$ cat config.mk
export PLATFORM = sky130hd
export DESIGN_NAME = dmem_arbiter
export DESIGN_NICKNAME = d
export VERILOG_FILES = /design/src/rtl/dmem_arbiter.sv
export SDC_FILE = /design/constraint.sdc
export NUM_CORES = 1
export LEC_CHECK = 0
export BUFFER_PORTS_ARGS = -buffer_cell sky130_fd_sc_hd__buf_2
export CORE_ASPECT_RATIO = 1.2
export CORE_MARGIN = 4
export CORE_UTILIZATION = 45
export CTS_BUF_LIST = sky130_fd_sc_hd__clkbuf_8 sky130_fd_sc_hd__clkbuf_16
export DETAILED_ROUTE_END_ITERATION = 7
export GPL_ROUTABILITY_DRIVEN = 0
export PLACE_DENSITY_LB_ADDON = 0.08
export RECOVER_POWER = 50
export SETUP_SLACK_MARGIN = 0.5
export SLEW_MARGIN = 20
export SYNTH_ARGS = -nofsm -noshare
export SYNTH_HDL_FRONTEND = slang
export SYNTH_SLANG_ARGS = --single-unit
$ cat constraint.sdc
create_clock -name clk -period 5.11 [get_ports clk]
set_clock_uncertainty 0.05 [all_clocks]
set_input_delay 0.511 -clock clk [delete_from_list [all_inputs] [get_ports clk]]
set_output_delay 0.511 -clock clk [all_outputs]
set_load 0.005 [all_outputs]
$ cat src/rtl/dmem_arbiter.sv
// dmem_arbiter: shares one data_memory port between NUM_CORES requesting cores.
// Each transaction is issued from fields latched at grant time, and the granted
// core receives a one-cycle ack. Arbitration is round-robin by default. Define
// DMEM_ARB_FIXED_PRIO_EN to get fixed priority, where the lowest index wins.
module dmem_arbiter #(
  parameter int NUM_CORES  = 3,
  parameter int ADDR_WIDTH = 16,
  parameter int DATA_WIDTH = 16
) (
  input  logic                             clk,
  input  logic                             RESET,
  input  logic [NUM_CORES-1:0]             req_read,
  input  logic [NUM_CORES-1:0]             req_write,
  input  logic [NUM_CORES*ADDR_WIDTH-1:0]  req_addr,
  input  logic [NUM_CORES*DATA_WIDTH-1:0]  req_wdata,
  output logic [NUM_CORES-1:0]             ack,
  output logic [DATA_WIDTH-1:0]            rdata,
  output logic                             busy,
  output logic                             mem_read,
  output logic                             mem_write,
  output logic [ADDR_WIDTH-1:0]            mem_addr,
  output logic [DATA_WIDTH-1:0]            mem_wdata,
  input  logic [DATA_WIDTH-1:0]            mem_rdata
);

  localparam int ID_W = (NUM_CORES > 1) ? $clog2(NUM_CORES) : 1;
  localparam int CW   = ID_W + 1;

  typedef enum logic [1:0] {IDLE, ISSUE, RWAIT, ACK} state_t;

  state_t               state_q, state_d;
  logic [ID_W-1:0]      win_q;     // core being served
  logic [ID_W-1:0]      win_id;    // arbitration result in IDLE
  logic                 op_wr_q;   // latched operation: 1 = write
  logic [NUM_CORES-1:0] requesting;
  logic                 any_req;

  assign requesting = req_read | req_write;
  assign any_req    = |requesting;

`ifdef DMEM_ARB_FIXED_PRIO_EN
  // Fixed priority: the lowest-index requesting core wins.
  always_comb begin
    win_id = '0;
    for (int i = NUM_CORES - 1; i >= 0; i--) begin
      if (requesting[i]) win_id = ID_W'(i);
    end
  end
`else
  logic [ID_W-1:0] rr_q;
  logic [CW-1:0]   cand;
  logic            found;

  // Round-robin: take the first requester at or above the pointer, wrapping.
  always_comb begin
    // NOTE: every variable gets a default before the loop so no latch is inferred.
    win_id = '0;
    cand   = '0;
    found  = 1'b0;
    for (int i = 0; i < NUM_CORES; i++) begin
      cand = CW'(rr_q) + CW'(i);
      if (cand >= CW'(NUM_CORES)) cand = cand - CW'(NUM_CORES);
      if (!found && requesting[cand[ID_W-1:0]]) begin
        found  = 1'b1;
        win_id = cand[ID_W-1:0];
      end
    end
  end

  // Move the pointer past the core that was just acknowledged.
  always_ff @(posedge clk or negedge RESET) begin
    if (!RESET) begin
      rr_q <= '0;
    end else if (state_q == ACK) begin
      rr_q <= (win_q == ID_W'(NUM_CORES - 1)) ? '0 : win_q + 1'b1;
    end
  end
`endif

  // State register.
  always_ff @(posedge clk or negedge RESET) begin
    // NOTE: sequential state uses non-blocking assignments so every flop samples pre-edge values.
    if (!RESET) state_q <= IDLE;
    else        state_q <= state_d;
  end

  // Next-state logic and the memory strobes, ack and busy decoded from the state.
  always_comb begin
    state_d   = state_q;
    mem_read  = 1'b0;
    mem_write = 1'b0;
    ack       = '0;
    busy      = 1'b1;
    unique case (state_q)
      IDLE: begin
        busy = 1'b0;
        if (any_req) state_d = ISSUE;
      end
      ISSUE: begin
        if (op_wr_q) begin
          mem_write = 1'b1;
          state_d   = ACK;
        end else begin
          mem_read = 1'b1;
          state_d  = RWAIT;
        end
      end
      RWAIT: begin
        mem_read = 1'b1;
        state_d  = ACK;
      end
      ACK: begin
        ack[win_q] = 1'b1;
        state_d    = IDLE;
      end
      default: state_d = IDLE;
    endcase
  end

  // Latch the winner's fields at grant time and capture read data in RWAIT.
  // mem_addr and mem_wdata act as the latched fields, so they hold between grants.
  always_ff @(posedge clk or negedge RESET) begin
    if (!RESET) begin
      win_q     <= '0;
      op_wr_q   <= 1'b0;
      mem_addr  <= '0;
      mem_wdata <= '0;
      rdata     <= '0;
    end else begin
      if (state_q == IDLE && any_req) begin
        win_q    <= win_id;
        op_wr_q  <= req_write[win_id];
        mem_addr <= req_addr[win_id*ADDR_WIDTH +: ADDR_WIDTH];
        if (req_write[win_id]) mem_wdata <= req_wdata[win_id*DATA_WIDTH +: DATA_WIDTH];
      end
      if (state_q == RWAIT) rdata <= mem_rdata;
    end
  end

endmodule

Word level (Yosys, flattened, before mapping)
Cells that the tools add are included.
{ "word_totals": {"inputBits": 120, "ff_bits": 55} }
{ "classes": {"shifts": 2, "mux": 28, "add_sub_neg": 6, "n_eq_ne": 5, "magnitude_cmp": 9, "n_reduce_logical": 9, "n_bitwise": 1} }
{ "op_table": {"columns": ["op", "count"], "rows": [
  ["$shiftx 48x7->16", 2],
  ["$mux 2", 8],
  ["$lt 2x3->1 const B", 5],
  ["$mux 1", 12],
  ["$bmux 1 s2", 4],
  ["$pmux 2 s4", 1],
  ["$eq 2x2->1 const B", 3],
  ["$ge 3x2->1 const B", 2],
  ["$sub 2x2->2 const B", 3],
  ["$logic_and 1x1->1", 4],
  ["$add 2x1->3 const B", 1],
  ["$add 2x2->3 const B", 1],
  ["$mux 3", 1],
  ["$or 3x3->3", 1],
  ["$reduce_or 3->1", 1],
  ["$add 2x1->2 const B", 1],
  ["$demux 1 s2", 1],
  ["$eq 2x1->1 const B", 1],
  ["$ge 2x1->1 const B", 1],
  ["$ge 2x2->1 const B", 1],
  ["$logic_not 1->1", 2],
  ["$logic_not 2->1", 1],
  ["$ne 2x2->1 const B", 1],
  ["$pmux 1 s2", 1],
  ["$reduce_and 2->1", 1]
]} }

Longest topological paths before layout
{ "logic_depth": {"ltp_word": 14, "depth_mapped": 12, "ltp_nobuf": 8} }

Least setup slack after synthesis
No wires, ideal clock.
{ "synth_timing": {"path_kind": "flip-flop to flip-flop", "startpoint": "reg rr_q[1]", "endpoint": "reg mem_wdata[10]", "arrival_ns": 2.599, "setup_slack_ns": 2.336, "setup_time_ns": 0.125, "t_required_ns": 4.935, "path_stages_with_launch": 12, "path_cell_list": "dfrtp_1 > inv_1 > ha_1 > buf_4 > or3b_1 > a2111oi_4 > o21bai_1 > a21oi_2 > a211o_1 > buf_6 > buf_6 > mux2_4"} }
{ "synth_between": {"elab_chain_cells": 14, "word_cells_on_any_way": 30, "cone_classes": "5 x add/sub; 3 x order compare; 1 x shift; 16 x mux; 5 x reduce/logical"} }
{ "synth_rtl": {"columns": ["element", "line", "source"], "rows": [
  ["start, declared", "50", "logic [ID_W-1:0] rr_q;"],
  ["start signal, assigned", "75", "rr_q <= (win_q == ID_W'(NUM_CORES - 1)) ? '0 : win_q + 1'b1;"],
  ["branches (longest 10 deep; another with $add 2x1->3)", null, null],
  ["$mux 2 *", "63", "if (!found && requesting[cand[ID_W-1:0]]) begin"],
  ["branches (longest 3 deep; another with $shiftx 48x7->16)", null, null],
  ["end signal, assigned", "134", "if (req_write[win_id]) mem_wdata <= req_wdata[win_id*DATA_WIDTH +: DATA_WIDTH];"],
  ["end, declared", "22", "output logic [DATA_WIDTH-1:0] mem_wdata,"]
]} }
Mark *: on every way between the ends. The select of a mux whose other input is x is not followed.
A chain may end at the register's enable or synchronous reset.

Worst setup path after layout
{ "layout_timing": {"startpoint": "reg rr_q[1]", "endpoint": "reg mem_wdata[11]"} }
The elaborated chain is that of the path after synthesis.

==> reports/results.ini <==
[timing]
finalHoldViolations=0
rsz0062_at_grt=no
slew_viol_final=56
finalSetupViolCount=0
fin_tns_setup_ps=0
layout_setup_ws_ps=1570
worst_slew_pin_slew_ps=2880
relSlewSlack=-0.918
finalCriticalPeriod_ps=3540
fin_crit_sh=0.693
worst_hold_slack_ps=378
max_freq_ghz=0.282

[worst_setup_path]
crit_type=reg -> reg
end_kind=register
worst_ep_arrival_time_ps=3680
cp_max_fo=31
cp_data_required_time_ps=5250
start_kind=register
critPathBufInv=1
cpMaxStageDelayCell=a211o_1
slowest_delay_ps=600
path_delay_family=compound AO/OA/AOI/OAI gates
path_cells=inv_1 -> ha_1 -> or3b_1 -> a2111oi_4 -> o21ba_2 -> nor4_1 -> a211o_1 -> mux2_4

[yosys]
muxShareOfSynthArea=0.124
yosys_warnings=0
synth-xor-area-share=0
synth_cell_types=38
synth_compound_area_frac=0.195
synth_area_um2=3170
ys_ff_latch=55
synth-simple-area-share=0.174
yosysMostFrequentCell=o21ai_0
yosys.area.top_type_share=0.434
synth-edff-count=0
synth-adder-area-share=0.0276
ys.flop_type=dfrtp_1
synth.top_cells.by_count=o21ai_0 (66), dfrtp_1 (55), nand3_1 (34)
synth.area.top_cells=dfrtp_1 (43%), o21ai_0 (10%), mux2_2 (8.2%)
synth.net_count=471
syn_inst=344
async_flop_share=1.00
synth_top_area_cell=dfrtp_1
ys_seq_area_frac=0.434
avgSynthCellArea_um2=9.22
synth_top_family_by_area=compound AO/OA/AOI/OAI gates

[routing]
ant_nets=0
drt_iter0_drc=104
drtPass1Iterations=4
routedWlPerCell_um=15.4
drc_errors=0
via_per_inst=5.33
vias=3152
routed_wl_um=9110

[global_routing]
antenna_found_initial=0
grtUsageTotal=0.211
grt_pass1_vias=3011
grt_pass1_wl_um=14500
grt_overflow=0
grt_max_degree=65

[placement]
port_buffers=173
dp_cells=583
hpwlAfterDp_um=6880
dp_slack_ps=1590

[cts]
post_cts_resized=0
cts_setup_buffers=0
ctsRootBufferMaster=clkbuf_8
clock_sinks=55
cts_tree=done
cts_made_buffers=5
postCtsHoldBufs=0
path_clk_slew_ps=100
htreeDepth=2
cts_buffer_depth=2
clk_latency_ps=300

[finish]
area_growth_pct=31.8
layout-drive-gt1-share=0.425
antenna_cells=0
fin_nets=630
stdcell_count=591
post-route-util=0.610

[die]
initial_core_util=0.463
core_um2=6850
die-area_um2=8460
ios=174
rows=33
die-height_um=100
chipWidth_um=84.6

[power_and_ir_drop]
power.density_nw_per_um2=598
p_leak_nw=2.10
ir_drop_uv=287

[hold_path]
hold_path.class=in -> reg

[outcome]
outcome=complete, but fails checks
violations=max-capacitance violations, max-slew violations

[job]
drv_cap=1

power breakdown:
| group | leakage (nW) | switching, mW | internal (mW) |
|---|---|---|---|
| clock network | 0.0612 | 0.138 | 0.159 |
| registers | 0.657 | 0.121 | 0.664 |
| logic | 1.38 | 0.730 | 0.685 |
| total | 2.10 | 0.989 | 1.51 |
layout by cell type, fill, tap and decap left out, drive strengths merged, types with 2 or more instances in the layout:
cell,n
o21ai,66
dfrtp,55
a31oi,18
and3b,2
clkbuf,18
nand3,34
nor3b,3
nand2,23
o21bai,3
and3,15
buf,166
nor2b,2
or3b,2
nor2,22
ha,7
inv,7
mux2,32
a21oi,8
a21o,2
nor3,2
nand4,2
state kept, by name, summed over array words and instances (netlist names):
register and flops:
mem_wdata 16, rr_q 2, win_q 2, rdata 16
state_q 2, op_wr_q 1, mem_addr 16
final cells by class:
type,instances,area (um2)
clock buffers,6,82.6
clock inverters,2,35.0
fillers,646,2680
inverters,7,26.3
multi-input cells,256,1660
flip-flops and latches,55,1380
well taps,87,109
repair buffers,178,886
kinds of logic after synthesis:
group	Yosys count
fa+ha+maj	7
mux	32
buf+inv	33
simple gates	111
flops	55
compound gates	106
worst paths after layout:
check / start / slack [ps] / to / depth (start not counted)
setup / recovery: rr_q[1] / 1570 / mem_wdata[11] / 8
hold / removal: mem_rdata[12] / 380 / rdata[12] / 2
setup reg to reg: rr_q[1] / 1570 / mem_wdata[11] / 8
hold reg to reg: mem_addr[1] / 440 / mem_addr[1] / 2
max in group asynchronous: RESET / 2220 / mem_addr[0] / 2
min in group asynchronous: RESET / 1170 / state_q[0] / 2
layer usage:
layer,part of all wire,global-route usage,vias to the layer above
met1,0.40,0.261,1457
met5,0,0,-
met2,0.50,0.363,132
met3,0.088,0.0550,10
met4,0.013,0.0585,0
li1,-,-,1553
metrics by stage:
stage	instance area, um2	power [mW]
after floorplan	3170	1.77
after global placement	4080	2.19
after detailed placement	4080	2.24
after CTS	4200	2.54
after global routing	4180	2.73
final	4180	2.50
Note: power is estimated with default switching activity, not from simulation.
